--- config.mk ---
export PLATFORM = sky130hd
export DESIGN_NAME = status_reg_file_flat
export DESIGN_NICKNAME = d
export VERILOG_FILES = /design/src/rtl/status_reg_file_if.sv /design/src/rtl/status_reg_file.sv /design/src/flat_wrapper.sv
export SDC_FILE = /design/constraint.sdc
export NUM_CORES = 1
export LEC_CHECK = 0
export ABC_AREA = 0
export CAP_MARGIN = 30
export CORE_ASPECT_RATIO = 1.75
export CORE_MARGIN = 5
export CORE_UTILIZATION = 65
export CTS_CLUSTER_DIAMETER = 60
export DETAILED_ROUTE_END_ITERATION = 12
export DONT_BUFFER_PORTS = 1
export PLACE_DENSITY = 0.8
export REMOVE_ABC_BUFFERS = 1
export SYNTH_ARGS = -nofsm -noshare
export SYNTH_HDL_FRONTEND = slang
export SYNTH_SLANG_ARGS = --single-unit
--- constraint.sdc ---
create_clock -name clk -period 5.6 [get_ports clk]
set_input_delay 1.68 -clock clk [delete_from_list [all_inputs] [get_ports clk]]
set_output_delay 1.68 -clock clk [all_outputs]
set_load 0.005 [all_outputs]
--- src/rtl/status_reg_file_if.sv ---
// Bus bundle for status_reg_file: flag/write/bit/stack requests in,
// live status and stack state out.
interface status_reg_file_if;
  logic [3:0]  flag_we;
  logic [3:0]  alu_flags;
  logic        wr_en;
  logic [19:0] wr_data;
  logic        bit_set;
  logic        bit_clr;
  logic [2:0]  bit_idx;
  logic        push;
  logic        pop;
  logic        err_clr;
  logic [7:0]  status_register;
  logic        stack_empty;
  logic        stack_full;
  logic        stack_ovf;
  logic        stack_unf;

  modport master (
    output flag_we, alu_flags, wr_en, wr_data, bit_set, bit_clr, bit_idx,
           push, pop, err_clr,
    input  status_register, stack_empty, stack_full, stack_ovf, stack_unf
  );

  modport slave (
    input  flag_we, alu_flags, wr_en, wr_data, bit_set, bit_clr, bit_idx,
           push, pop, err_clr,
    output status_register, stack_empty, stack_full, stack_ovf, stack_unf
  );
endinterface

--- src/rtl/status_reg_file.sv ---
// 8-bit processor status register with LIFO shadow stack and sticky stack errors.
// Optional STATUS_AUTO_IMASK_EN: a valid push also clears the live I bit (bit 4).
module status_reg_file #(
  parameter  int STACK_DEPTH = 4,
  localparam int SP_W        = $clog2(STACK_DEPTH) + 1
) (
  input logic             clk,
  input logic             rst_n,
  status_reg_file_if.slave bus
);
  localparam int IDX_W = SP_W - 1;

  logic [7:0]      status_q, status_d, live_upd;
  logic [SP_W-1:0] sp_q, sp_d;
  logic [7:0]      stack_mem [STACK_DEPTH];
  logic            ovf_q, unf_q;
  logic            empty, full;
  logic            push_req, pop_req, push_ok, pop_ok;
  logic [IDX_W-1:0] wr_idx, rd_idx;
  logic            unused_wr_hi;

  assign unused_wr_hi = ^bus.wr_data[19:8];

  assign empty = (sp_q == '0);
  assign full  = (sp_q == SP_W'(STACK_DEPTH));

  // simultaneous push and pop cancel each other without raising errors
  assign push_req = bus.push & ~bus.pop;
  assign pop_req  = bus.pop  & ~bus.push;
  assign push_ok  = push_req & ~full;
  assign pop_ok   = pop_req  & ~empty;

  assign wr_idx = sp_q[IDX_W-1:0];
  assign rd_idx = IDX_W'(sp_q - 1'b1);

  always_comb begin
    live_upd = status_q;
    if (bus.wr_en) begin
      live_upd = bus.wr_data[7:0];
    end else begin
      for (int i = 0; i < 4; i++)
        if (bus.flag_we[i]) live_upd[i] = bus.alu_flags[i];
      // bit op lands after the flag merge so it wins on a shared bit
      if (bus.bit_set ^ bus.bit_clr) live_upd[bus.bit_idx] = bus.bit_set;
    end
`ifdef STATUS_AUTO_IMASK_EN
    if (push_ok) live_upd[4] = 1'b0;
`endif
    status_d = pop_ok ? stack_mem[rd_idx] : live_upd;
  end

  always_comb begin
    sp_d = sp_q;
    if (push_ok)     sp_d = sp_q + 1'b1;
    else if (pop_ok) sp_d = sp_q - 1'b1;
  end

  always_ff @(posedge clk or negedge rst_n) begin
    if (!rst_n) begin
      status_q <= 8'h00;
      sp_q     <= '0;
      ovf_q    <= 1'b0;
      unf_q    <= 1'b0;
    end else begin
      status_q <= status_d;
      sp_q     <= sp_d;
      if (push_req && full)  ovf_q <= 1'b1;
      else if (bus.err_clr)  ovf_q <= 1'b0;
      if (pop_req && empty)  unf_q <= 1'b1;
      else if (bus.err_clr)  unf_q <= 1'b0;
    end
  end

  // shadow entries hold whatever was last saved; reset only empties the pointer
  always_ff @(posedge clk) begin
    if (push_ok) stack_mem[wr_idx] <= status_q;
  end

  assign bus.status_register = status_q;
  assign bus.stack_empty     = empty;
  assign bus.stack_full      = full;
  assign bus.stack_ovf       = ovf_q;
  assign bus.stack_unf       = unf_q;
endmodule

--- src/flat_wrapper.sv ---
// flat-port wrapper written by rule: the top's interface ports become plain ports
module status_reg_file_flat 
#(
  parameter  int STACK_DEPTH = 4,
  localparam int SP_W        = $clog2(STACK_DEPTH) + 1
)
  (clk, rst_n, bus_flag_we, bus_alu_flags, bus_wr_en, bus_wr_data, bus_bit_set, bus_bit_clr, bus_bit_idx, bus_push, bus_pop, bus_err_clr, bus_status_register, bus_stack_empty, bus_stack_full, bus_stack_ovf, bus_stack_unf);
  status_reg_file_if bus_i ();
  input logic clk;
  input logic rst_n;
  input wire logic [$bits(bus_i.flag_we)-1:0] bus_flag_we;
  input wire logic [$bits(bus_i.alu_flags)-1:0] bus_alu_flags;
  input wire logic [$bits(bus_i.wr_en)-1:0] bus_wr_en;
  input wire logic [$bits(bus_i.wr_data)-1:0] bus_wr_data;
  input wire logic [$bits(bus_i.bit_set)-1:0] bus_bit_set;
  input wire logic [$bits(bus_i.bit_clr)-1:0] bus_bit_clr;
  input wire logic [$bits(bus_i.bit_idx)-1:0] bus_bit_idx;
  input wire logic [$bits(bus_i.push)-1:0] bus_push;
  input wire logic [$bits(bus_i.pop)-1:0] bus_pop;
  input wire logic [$bits(bus_i.err_clr)-1:0] bus_err_clr;
  output wire logic [$bits(bus_i.status_register)-1:0] bus_status_register;
  output wire logic [$bits(bus_i.stack_empty)-1:0] bus_stack_empty;
  output wire logic [$bits(bus_i.stack_full)-1:0] bus_stack_full;
  output wire logic [$bits(bus_i.stack_ovf)-1:0] bus_stack_ovf;
  output wire logic [$bits(bus_i.stack_unf)-1:0] bus_stack_unf;
  assign bus_i.flag_we = bus_flag_we;
  assign bus_i.alu_flags = bus_alu_flags;
  assign bus_i.wr_en = bus_wr_en;
  assign bus_i.wr_data = bus_wr_data;
  assign bus_i.bit_set = bus_bit_set;
  assign bus_i.bit_clr = bus_bit_clr;
  assign bus_i.bit_idx = bus_bit_idx;
  assign bus_i.push = bus_push;
  assign bus_i.pop = bus_pop;
  assign bus_i.err_clr = bus_err_clr;
  assign bus_status_register = bus_i.status_register;
  assign bus_stack_empty = bus_i.stack_empty;
  assign bus_stack_full = bus_i.stack_full;
  assign bus_stack_ovf = bus_i.stack_ovf;
  assign bus_stack_unf = bus_i.stack_unf;
  status_reg_file #(.STACK_DEPTH(STACK_DEPTH)) u_core (.clk(clk), .rst_n(rst_n), .bus(bus_i));
endmodule
==> flow_summary.toml, run 1 <==
[clock_tree]
total_clock_buffers_created_by_cts = 5
tritoncts_clock_tree = "yes"
clk_pin_slew_worst_paths_ns = 0.07
htree_num_levels = 2
tritoncts_num_sinks = 45
post-cts-setup-buffer-count = 0
cts.root.buffer_cell = "sky130_fd_sc_hd__clkbuf_8"
clock_tree.buffer_depth = 2
ctsResizeCount = 0
ctsHoldBuffers = 0
insertion_delay_ns = 0.29

[timing]
finalSetupTns_ns = 0
maxSlewViolCount = 0
fin_ws_ns = 2.15
final_min_period_over_clock_period = 0.616
report.final.setup_viol = 0
rsz_0062_raised_after_global_routing = "false"
fin_worst_skew_ns = 0.00684
fmax_mhz = 290
finalCriticalPeriod_ns = 3.45
slew_headroom = 0.449
report.final.hold_viol_count = 0
finalHoldWorstSlack_ns = 0.564
timing_worst_slew_pin_value_ns = 0.823

[route]
route.detailed.vias_per_inst = 6.61
met1_length_um = 1680
drt-total-wl_um = 4150
antenna_violating_nets_post_route = 0
firstDrtPassIters = 4
route.detailed.wl_per_inst_um = 21.0
initialDrtViolationCount = 48
drc_errors = 0
top_signal_layer_used = "met4"
via_count = 1309
wl_met3_um = 234
routed_length_on_met2_um = 2190

[power_and_ir_drop]
power.share.clock = 0.206
power.share.combinational = 0.273
report.power.total_mw = 0.980
power_report.internal_total_mw = 0.675
cellPowerDensity_nw_per_um2 = 439
vdd_drop_max_mv = 0.356
p_leak_nw = 0.775
sequentialPowerShare = 0.521
switching_share = 0.311
netSwitchingPower_mw = 0.305

[synth]
synthMostInstantiatedCell = "sky130_fd_sc_hd__edfxtp_1"
synth-edff-count = 32
ys.flop_type = "sky130_fd_sc_hd__edfxtp_1"
asyncSetResetFlopFracSynth = 0.289
synth_common_cells = "sky130_fd_sc_hd__edfxtp_1 (32), sky130_fd_sc_hd__a21oi_1 (30), sky130_fd_sc_hd__dfrtp_1 (13)"
synth_cell_types = 30
yosys_warnings = 0
synth_top_area_frac = 0.448
synth_top_cell_by_area = "sky130_fd_sc_hd__edfxtp_1"
netlist_area_um2 = 2150
synth.ff_latch_count = 45
synth.area.top_cells = "sky130_fd_sc_hd__edfxtp_1 (45%), sky130_fd_sc_hd__dfrtp_1 (15%), sky130_fd_sc_hd__mux4_2 (8.4%)"
synth.avg_cell_area_um2 = 13.7
synth-seq-area-share = 0.599
synthCells = 157

[min_path]
hold_class = "register to register"

[floorplanning]
die-width_um = 53.4
floorplan.io_pins = 51
initial_core_util = 0.676
row_count = 27
core_outline_area_um2 = 3180
floorplan.die_area_um2 = 4600
die_h_um = 86.0

[finish]
num-fill-cells = 232
postLayoutCellArea_um2 = 2230
final_standard_cell_count_with_taps_included_and_fillers_excluded = 198
flow.area_growth_from_synthesis_pct = 3.97
antenna_cells_inserted = 0
multi_input_area_um2 = 781
num-nets-final = 199
seq_area_um2 = 1290
layout.core_utilization = 0.703
post_route_cells_drive_above_1_share = 0.142

[worst_setup_path]
endpoint_kind = "output pin"
setup.worst_path.start_class = "register"
worstPathCellList = "inv_1, ha_1, ha_1"
timing.critical_path.arrival_ns = 1.77
crit_top_cell = "sky130_fd_sc_hd__ha_1"
worst-setup-path-type = "register to output pin"
critPathSlowestCell = "sky130_fd_sc_hd__dfrtp_1"
cp_slowest_stage_delay_ns = 0.78
worst-endpoint-required_ns = 3.92
worst-r2r-setup-slack_ns = 2.85
critical_path.max_fanout = 12

[grt]
grt_pass1_wl_um = 6660
groute.usage.overall = 0.204
global_route.overflow_total = 0
grt_start_max_net_pins = 17
grt_pass1_vias = 1383
grt_antenna_before_repair = 0

[flow_run]
cap_violations = 0

[status]
run_status = "finished clean"

[placement]
finalWeightedCongestion = 0.823
worst_slack_at_placement_ns = 2.46
port-buffer-count = 0
detailed_place_hpwl_um = 2950
place_inst = 190
placement.cell_area_um2 = 2140
## worst max-delay path, delay by kind of cell (launching register included)
kind,cells,cell delay (ns)
buf+inv,1,0.16
flops,1,0.78
fa+ha+maj,2,0.54
## cells in the final DEF (no fill, tap or decap), types with 3 or more instances in the layout
master / count
sky130_fd_sc_hd__edfxtp_1: 32
sky130_fd_sc_hd__a21oi_1: 30
sky130_fd_sc_hd__dfrtp_1: 13
sky130_fd_sc_hd__nor2_1: 12
sky130_fd_sc_hd__or3_1: 8
sky130_fd_sc_hd__mux4_2: 8
sky130_fd_sc_hd__ha_1: 6
sky130_fd_sc_hd__clkbuf_8: 6
sky130_fd_sc_hd__inv_1: 5
sky130_fd_sc_hd__mux2_2: 4
sky130_fd_sc_hd__and2_1: 4
sky130_fd_sc_hd__nand4b_1: 3
sky130_fd_sc_hd__nand4bb_1: 3
## worst paths after layout
path | depth (start not counted) | start | endpoint
min in group asynchronous | 0 | rst_n | u_core.bus.status_register[2]$_DFF_PN0_
max in group asynchronous | 0 | rst_n | u_core.bus.status_register[6]$_DFFE_PN0P_
hold reg to reg | 2 | u_core.bus.stack_ovf$_DFFE_PN0P_ | u_core.bus.stack_ovf$_DFFE_PN0P_
hold / removal | 2 | u_core.bus.stack_ovf$_DFFE_PN0P_ | u_core.bus.stack_ovf$_DFFE_PN0P_
setup / recovery | 3 | u_core.sp_q[0]$_DFFE_PN0P_ | bus_stack_empty
setup reg to reg | 6 | u_core.sp_q[0]$_DFFE_PN0P_ | u_core.sp_q[1]$_DFFE_PN0P_
## routing by layer
layer / global-route usage / vias to the layer above
met5: 0 / -
met4: 0.0558 / 0
met3: 0.0539 / 6
met2: 0.347 / 47
met1: 0.250 / 665
li1: - / 591
## sequential cells by signal (all words and copies together) (netlist names)
signal	count
u_core.stack_mem	32
u_core.bus.status_register	8
u_core.sp_q	3
u_core.bus.stack_ovf	1
u_core.bus.stack_unf	1
## logic make-up after synthesis
group	after synthesis	share of synthesized area
flip-flops	45	0.599
AO/OA/AOI/OAI	38	0.0956
multiplexers	12	0.105
XOR/XNOR	1	0.00408
buffers and inverters	15	0.0367
AND/OR/NAND/NOR	40	0.124
adder cells (fa/ha/maj)	6	0.0350
## power by group through the flow
stage,clock network [mW],logic [mW],registers (mW)
final,0.202,0.267,0.511
after global routing,0.223,0.290,0.525
after CTS,0.204,0.269,0.512
after detailed placement,0,0.268,0.519
after global placement,0,0.255,0.513
after floorplan,0,0.215,0.496
## final cells by class
cell class	instances	area share
inverter	5	0.00841
sequential	45	0.577
multi-input combinational	97	0.350
tap	43	0.0241
clock inverter	2	0.00393
clock buffer	6	0.0370
(Power assumes the default switching activity.)
==> run 2, diff against run 1 <==
--- a/config.mk
+++ b/config.mk
@@ -9,11 +9,11 @@
 export CAP_MARGIN = 30
 export CORE_ASPECT_RATIO = 1.75
 export CORE_MARGIN = 5
-export CORE_UTILIZATION = 65
+export CORE_UTILIZATION = 62
 export CTS_CLUSTER_DIAMETER = 60
 export DETAILED_ROUTE_END_ITERATION = 12
 export DONT_BUFFER_PORTS = 1
-export PLACE_DENSITY = 0.8
+export PLACE_DENSITY = 0.77
 export REMOVE_ABC_BUFFERS = 1
 export SYNTH_ARGS = -nofsm -noshare
 export SYNTH_HDL_FRONTEND = slang
==> constraint.sdc (replaced) <==
create_clock -name clk -period 3.33 [get_ports clk]
set_input_delay 0.999 -clock clk [delete_from_list [all_inputs] [get_ports clk]]
set_output_delay 0.999 -clock clk [all_outputs]
set_load 0.005 [all_outputs]
==> run 2 against run 1 <==
  * Clock-buffer cell count unchanged
  * Largest power group unchanged
  * Cell count increased by 2.0%
  * Combinational power increased by 83%
  * Cell area increased by 0.62%
  * Die area increased by 4.1%
  * First-iteration DRC count increased by 4.2%
  * Critical path type unchanged
  * Highest routed layer unchanged
  * Core utilization decreased by 3.5 points
  * Flip-flop and latch count unchanged
  * Sequential share of layout area decreased by 0.35 points
  * Worst setup slack got worse by 1.3 ns
==> flow_summary.toml, run 2 (synthesis results as in run 1) <==
[worst_setup_path]
worst-endpoint-required_ns = 2.33
reg2reg_from = "u_core.sp_q[0]$_DFFE_PN0P_"
worst-setup-path-type = "register to output pin"
endpoint_kind = "output pin"
critical_path.startpoint = "u_core.sp_q[0]$_DFFE_PN0P_"
crit-reg2reg-capture = "u_core.sp_q[2]$_DFFE_PN0P_"
setup.worst_path.end = "bus_stack_empty"
reg2regPathDepth = 8
timing.critical_path.arrival_ns = 1.46
worst-r2r-setup-slack_ns = 0.95
setup.worst_path.start_class = "register"
critical_path.max_fanout = 12

[placement]
detailed_place_hpwl_um = 3110
finalWeightedCongestion = 0.761
port-buffer-count = 0

[timing]
fin_worst_skew_ns = 0.00534
finalSetupTns_ns = 0
timing_worst_slew_pin_value_ns = 0.496
report.final.hold_viol_count = 0
maxSlewViolCount = 0
finalCriticalPeriod_ns = 2.46
slew_headroom = 0.669
final_min_period_over_clock_period = 0.738
fmax_mhz = 407
report.final.setup_viol = 0
rsz_0062_raised_after_global_routing = "false"

[floorplanning]
die_h_um = 87.8
floorplan.die_area_um2 = 4780
floorplan.io_pins = 51
core_outline_area_um2 = 3360
die-width_um = 54.5
row_count = 28
initial_core_util = 0.638

[grt]
globalRouteMet1Util = 0.253
groute.usage.overall = 0.210
grt_antenna_before_repair = 0
grt_util_met3 = 0.0545
grt_pass1_vias = 1396
grt-busiest-layer = "met2"
global_route.overflow_total = 0
grt.met2_usage = 0.345
grt_pass1_wl_um = 6870
grt_start_max_net_pins = 17

[route]
drt-total-wl_um = 4280
via_count = 1304
initialDrtViolationCount = 50
firstDrtPassIters = 4
route.detailed.wl_per_inst_um = 21.2
antenna_violating_nets_post_route = 0
route.detailed.vias_per_inst = 6.46
drc_errors = 0

[finish]
num-nets-final = 201
flow.area_growth_from_synthesis_pct = 4.61
top_register = "u_core.stack_mem"
antenna_cells_inserted = 0
mostFrequentLayoutCell = "sky130_fd_sc_hd__edfxtp_1"
layout.core_utilization = 0.667
layout_common_cells = "sky130_fd_sc_hd__edfxtp_1 (32), sky130_fd_sc_hd__a21oi_1 (30), sky130_fd_sc_hd__dfrtp_1 (13)"
largest_register_ffs = 32
post_route_cells_drive_above_1_share = 0.153
multi_input_area_um2 = 781
seq_area_um2 = 1290
num-fill-cells = 272

[min_path]
hold_class = "input port to asynchronous set/reset pin"

[clock_tree]
ctsResizeCount = 0
ctsHoldBuffers = 0
tritoncts_num_sinks = 45
cts.root.buffer_cell = "sky130_fd_sc_hd__clkbuf_8"
clk_pin_slew_worst_paths_ns = 0.08
htree_num_levels = 2
tritoncts_clock_tree = "yes"
total_clock_buffers_created_by_cts = 5
post-cts-setup-buffer-count = 0
insertion_delay_ns = 0.29
clock_tree.buffer_depth = 2

[power_and_ir_drop]
cellPowerDensity_nw_per_um2 = 731
vdd_drop_max_mv = 0.451
p_leak_nw = 0.774

[flow_run]
cap_violations = 0

[status]
run_status = "finished clean"
-- run 2: how the worst min path moves through the flow --
| stage | endpoint | cells after the start |
|---|---|---|
| final | u_core.bus.status_register[2]$_DFF_PN0_ | 0 |
| after global routing | u_core.bus.status_register[7]$_DFFE_PN0P_ | 0 |
| after CTS | u_core.bus.status_register[2]$_DFF_PN0_ | 0 |
| after detailed placement | u_core.bus.stack_ovf$_DFFE_PN0P_ | 2 |
| after global placement | u_core.bus.stack_ovf$_DFFE_PN0P_ | 2 |
| after floorplan | u_core.stack_mem[0][0]$_DFFE_PP_ | 0 |
-- run 2: critical path: stages (launching register included) --
cell and delay, ns:
sky130_fd_sc_hd__dfrtp_1 0.33, sky130_fd_sc_hd__buf_4 0.23, sky130_fd_sc_hd__inv_1 0.09, sky130_fd_sc_hd__ha_1 0.24, sky130_fd_sc_hd__ha_1 0.27
-- run 2: final cells by class --
type / instances / share of cell area
Clock inverter: 2 / 0.00669
Sequential cell: 45 / 0.573
Inverter: 5 / 0.00836
Clock buffer: 6 / 0.0323
Timing Repair Buffer: 2 / 0.00669
Tap cell: 45 / 0.0251
Multi-Input combinational cell: 97 / 0.348
-- run 2: per-stage QoR --
| stage | worst slack [ns] | power [mW] | cell area, um2 | instances | hold WS [ns] |
|---|---|---|---|---|---|
| after floorplan | 1.08 | 1.19 | 2090 | 147 | 0.515 |
| after global placement | 0.957 | 1.30 | 2160 | 194 | 0.539 |
| after detailed placement | 0.924 | 1.33 | 2160 | 194 | 0.550 |
| after CTS | 0.858 | 1.65 | 2240 | 202 | 0.384 |
| after global routing | 0.714 | 1.74 | 2240 | 202 | 0.373 |
| final | 0.872 | 1.64 | 2240 | 202 | 0.389 |
-- run 2: routing by layer --
layer,part of all wire,vias up,wire (um)
li1,-,592,-
met5,0,-,0
met4,0.033,0,142
met3,0.079,12,340
met2,0.52,56,2240
met1,0.37,644,1570
-- run 2: power by group --
part,total (mW),internal [mW],switching (mW)
clock,0.326,0.148,0.179
sequential,0.825,0.738,0.0861
combinational,0.489,0.242,0.247
total,1.64,1.13,0.512
==> run 3, diff against run 2 <==
--- a/config.mk
+++ b/config.mk
@@ -9,11 +9,11 @@
 export CAP_MARGIN = 30
 export CORE_ASPECT_RATIO = 1.75
 export CORE_MARGIN = 5
-export CORE_UTILIZATION = 62
+export CORE_UTILIZATION = 56
 export CTS_CLUSTER_DIAMETER = 60
 export DETAILED_ROUTE_END_ITERATION = 12
 export DONT_BUFFER_PORTS = 1
-export PLACE_DENSITY = 0.77
+export PLACE_DENSITY = 0.73
 export REMOVE_ABC_BUFFERS = 1
 export SYNTH_ARGS = -nofsm -noshare
 export SYNTH_HDL_FRONTEND = slang
==> constraint.sdc (replaced) <==
create_clock -name clk -period 2.1 [get_ports clk]
set_input_delay 0.63 -clock clk [delete_from_list [all_inputs] [get_ports clk]]
set_output_delay 0.63 -clock clk [all_outputs]
set_load 0.005 [all_outputs]
==> run 3 against run 2 <==
  * Global-route usage down 3.4 points
  * Clock-buffer cell count down 1
  * Critical path type is now register to register
  * Sequential power up 59%
  * Register-to-register slack worse by 0.82 ns
  * Non-clock buffer count up 6
==> flow_summary.toml, run 3 (synthesis results as in run 1) <==
[timing]
final_min_period_over_clock_period = 0.938
fin_worst_skew_ns = 0.00574
rsz_0062_raised_after_global_routing = "false"
timing_worst_slew_pin_value_ns = 0.441
slew_headroom = 0.706
finalHoldWorstSlack_ns = 0.0218
finalCriticalPeriod_ns = 1.97
fmax_mhz = 508
report.final.hold_viol_count = 0
report.final.setup_viol = 0
maxSlewViolCount = 0

[grt]
grt_pass1_wl_um = 6890
grt_antenna_before_repair = 0
grt_pass1_vias = 1378
grt_start_max_net_pins = 17
groute.usage.overall = 0.176
global_route.overflow_total = 0

[finish]
layout.core_utilization = 0.632
mostFrequentLayoutCell = "sky130_fd_sc_hd__edfxtp_1"
postLayoutCellArea_um2 = 2320
largest_register_ffs = 32
num-nets-final = 207
multi_input_area_um2 = 782
post_route_cells_drive_above_1_share = 0.184
seq_area_um2 = 1290
flow.area_growth_from_synthesis_pct = 7.99
antenna_cells_inserted = 0
layout_common_cells = "sky130_fd_sc_hd__edfxtp_1 (32), sky130_fd_sc_hd__a21oi_1 (30), sky130_fd_sc_hd__dfrtp_1 (13)"
num-fill-cells = 275
top_register = "u_core.stack_mem"

[worst_setup_path]
reg2reg_from = "u_core.sp_q[1]$_DFFE_PN0P_"
critical_path.max_fanout = 8
worst-endpoint-required_ns = 2.10
cp_slowest_stage_delay_ns = 0.39
worstPathCellList = "inv_1, ha_1, ha_1, nor3b_2, buf_4, and2_1, buf_4"
critical_path.startpoint = "u_core.sp_q[1]$_DFFE_PN0P_"
worst-setup-path-type = "register to register"
crit_buf_inv = 3
setup.worst_path.end = "u_core.stack_mem[0][1]$_DFFE_PP_"
crit_family = "adder cells"
critPathSlowestCell = "sky130_fd_sc_hd__dfrtp_1"
reg2regPathDepth = 7
worst-r2r-setup-slack_ns = 0.13
setup.worst_path.start_class = "register"
endpoint_kind = "register"
crit-reg2reg-capture = "u_core.stack_mem[0][1]$_DFFE_PP_"
timing.critical_path.depth = 7
timing.critical_path.arrival_ns = 1.97

[power_and_ir_drop]
power.share.clock = 0.230
switching_share = 0.297
cellPowerDensity_nw_per_um2 = 1180
p_leak_nw = 0.820
report.power.total_mw = 2.74
netSwitchingPower_mw = 0.812
power_report.internal_total_mw = 1.92
power.share.combinational = 0.293
vdd_drop_max_mv = 0.873
sequentialPowerShare = 0.477

[route]
via_count = 1329
antenna_violating_nets_post_route = 0
route.detailed.vias_per_inst = 6.36
drc_errors = 0
route.detailed.wl_per_inst_um = 20.7
firstDrtPassIters = 5
drt-total-wl_um = 4320
initialDrtViolationCount = 39

[floorplanning]
row_count = 29
die_h_um = 91.9
die-width_um = 56.8
floorplan.io_pins = 51
core_outline_area_um2 = 3660
floorplan.die_area_um2 = 5220
initial_core_util = 0.586

[status]
run_status = "finished clean"

[clock_tree]
clk_pin_slew_worst_paths_ns = 0.08
total_clock_buffers_created_by_cts = 5
clock_tree.buffer_depth = 2
insertion_delay_ns = 0.29
cts.root.buffer_cell = "sky130_fd_sc_hd__clkbuf_8"
tritoncts_clock_tree = "yes"
htree_num_levels = 2
tritoncts_num_sinks = 45

[placement]
detailed_place_hpwl_um = 3200
port-buffer-count = 0
placement.cell_area_um2 = 2200
finalWeightedCongestion = 0.772

[flow_run]
cap_violations = 0

[min_path]
hold_class = "input port to asynchronous set/reset pin"
run 3: how the worst min path moves through the flow:
stage | to | cells after the start | slack, ns
after detailed placement | u_core.sp_q[2]$_DFFE_PN0P_ | 0 | 0.34
after global routing | u_core.bus.status_register[5]$_DFFE_PN0P_ | 0 | 0.0004
final | u_core.bus.status_register[0]$_DFF_PN0_ | 0 | 0.02
after floorplan | u_core.bus.stack_ovf$_DFFE_PN0P_ | 0 | 0.33
after CTS | u_core.bus.status_register[5]$_DFFE_PN0P_ | 0 | 0.01
after global placement | u_core.bus.status_register[1]$_DFF_PN0_ | 0 | 0.33
run 3: final cells by class:
class / instances / share of cell area
multi-input combinational: 97 / 0.337
sequential: 45 / 0.555
clock buffer: 5 / 0.0297
tap: 46 / 0.0248
timing repair buffer: 8 / 0.0270
clock inverter: 3 / 0.0178
inverter: 5 / 0.00810
run 3: power by group through the flow:
stage | Clock [mW] | Combinational, mW | Sequential [mW]
2_1_floorplan | 0 | 0.573 | 1.32
3_3_place_gp | 0 | 0.771 | 1.31
3_5_place_dp | 0 | 0.811 | 1.33
4_1_cts | 0.644 | 0.816 | 1.31
5_1_grt | 0.697 | 0.878 | 1.33
6_report | 0.628 | 0.803 | 1.31
run 3: timing repair:
action,CTS,global route
hold buffers,0,1
endpoints found under the setup margin,0,8
hold endpoints to repair,0,2
buffers inserted,0,0
gates resized for setup,0,1
run 3: worst register-to-register path: cells and delay by family (launching register included):
kind | cells | cell delay [ns]
adders and majority gates | 2 | 0.49
buffers and inverters | 3 | 0.45
DFF | 1 | 0.39
and+or+nand+nor | 2 | 0.35
run 3: per-stage QoR:
stage	std cells	setup WS [ns]	setup TNS, ns
2_1_floorplan	147	-0.143	-3.62
3_3_place_gp	200	0.178	0
3_5_place_dp	200	0.112	0
4_1_cts	208	0.0996	0
5_1_grt	209	0.00401	0
6_report	209	0.131	0
run 3: metal layers:
layer,share of wire,vias up,global-route usage
met5,0,-,0
met4,0.013,0,0.0754
met3,0.066,6,0.0463
met2,0.55,53,0.305
met1,0.37,667,0.202
li1,-,603,-
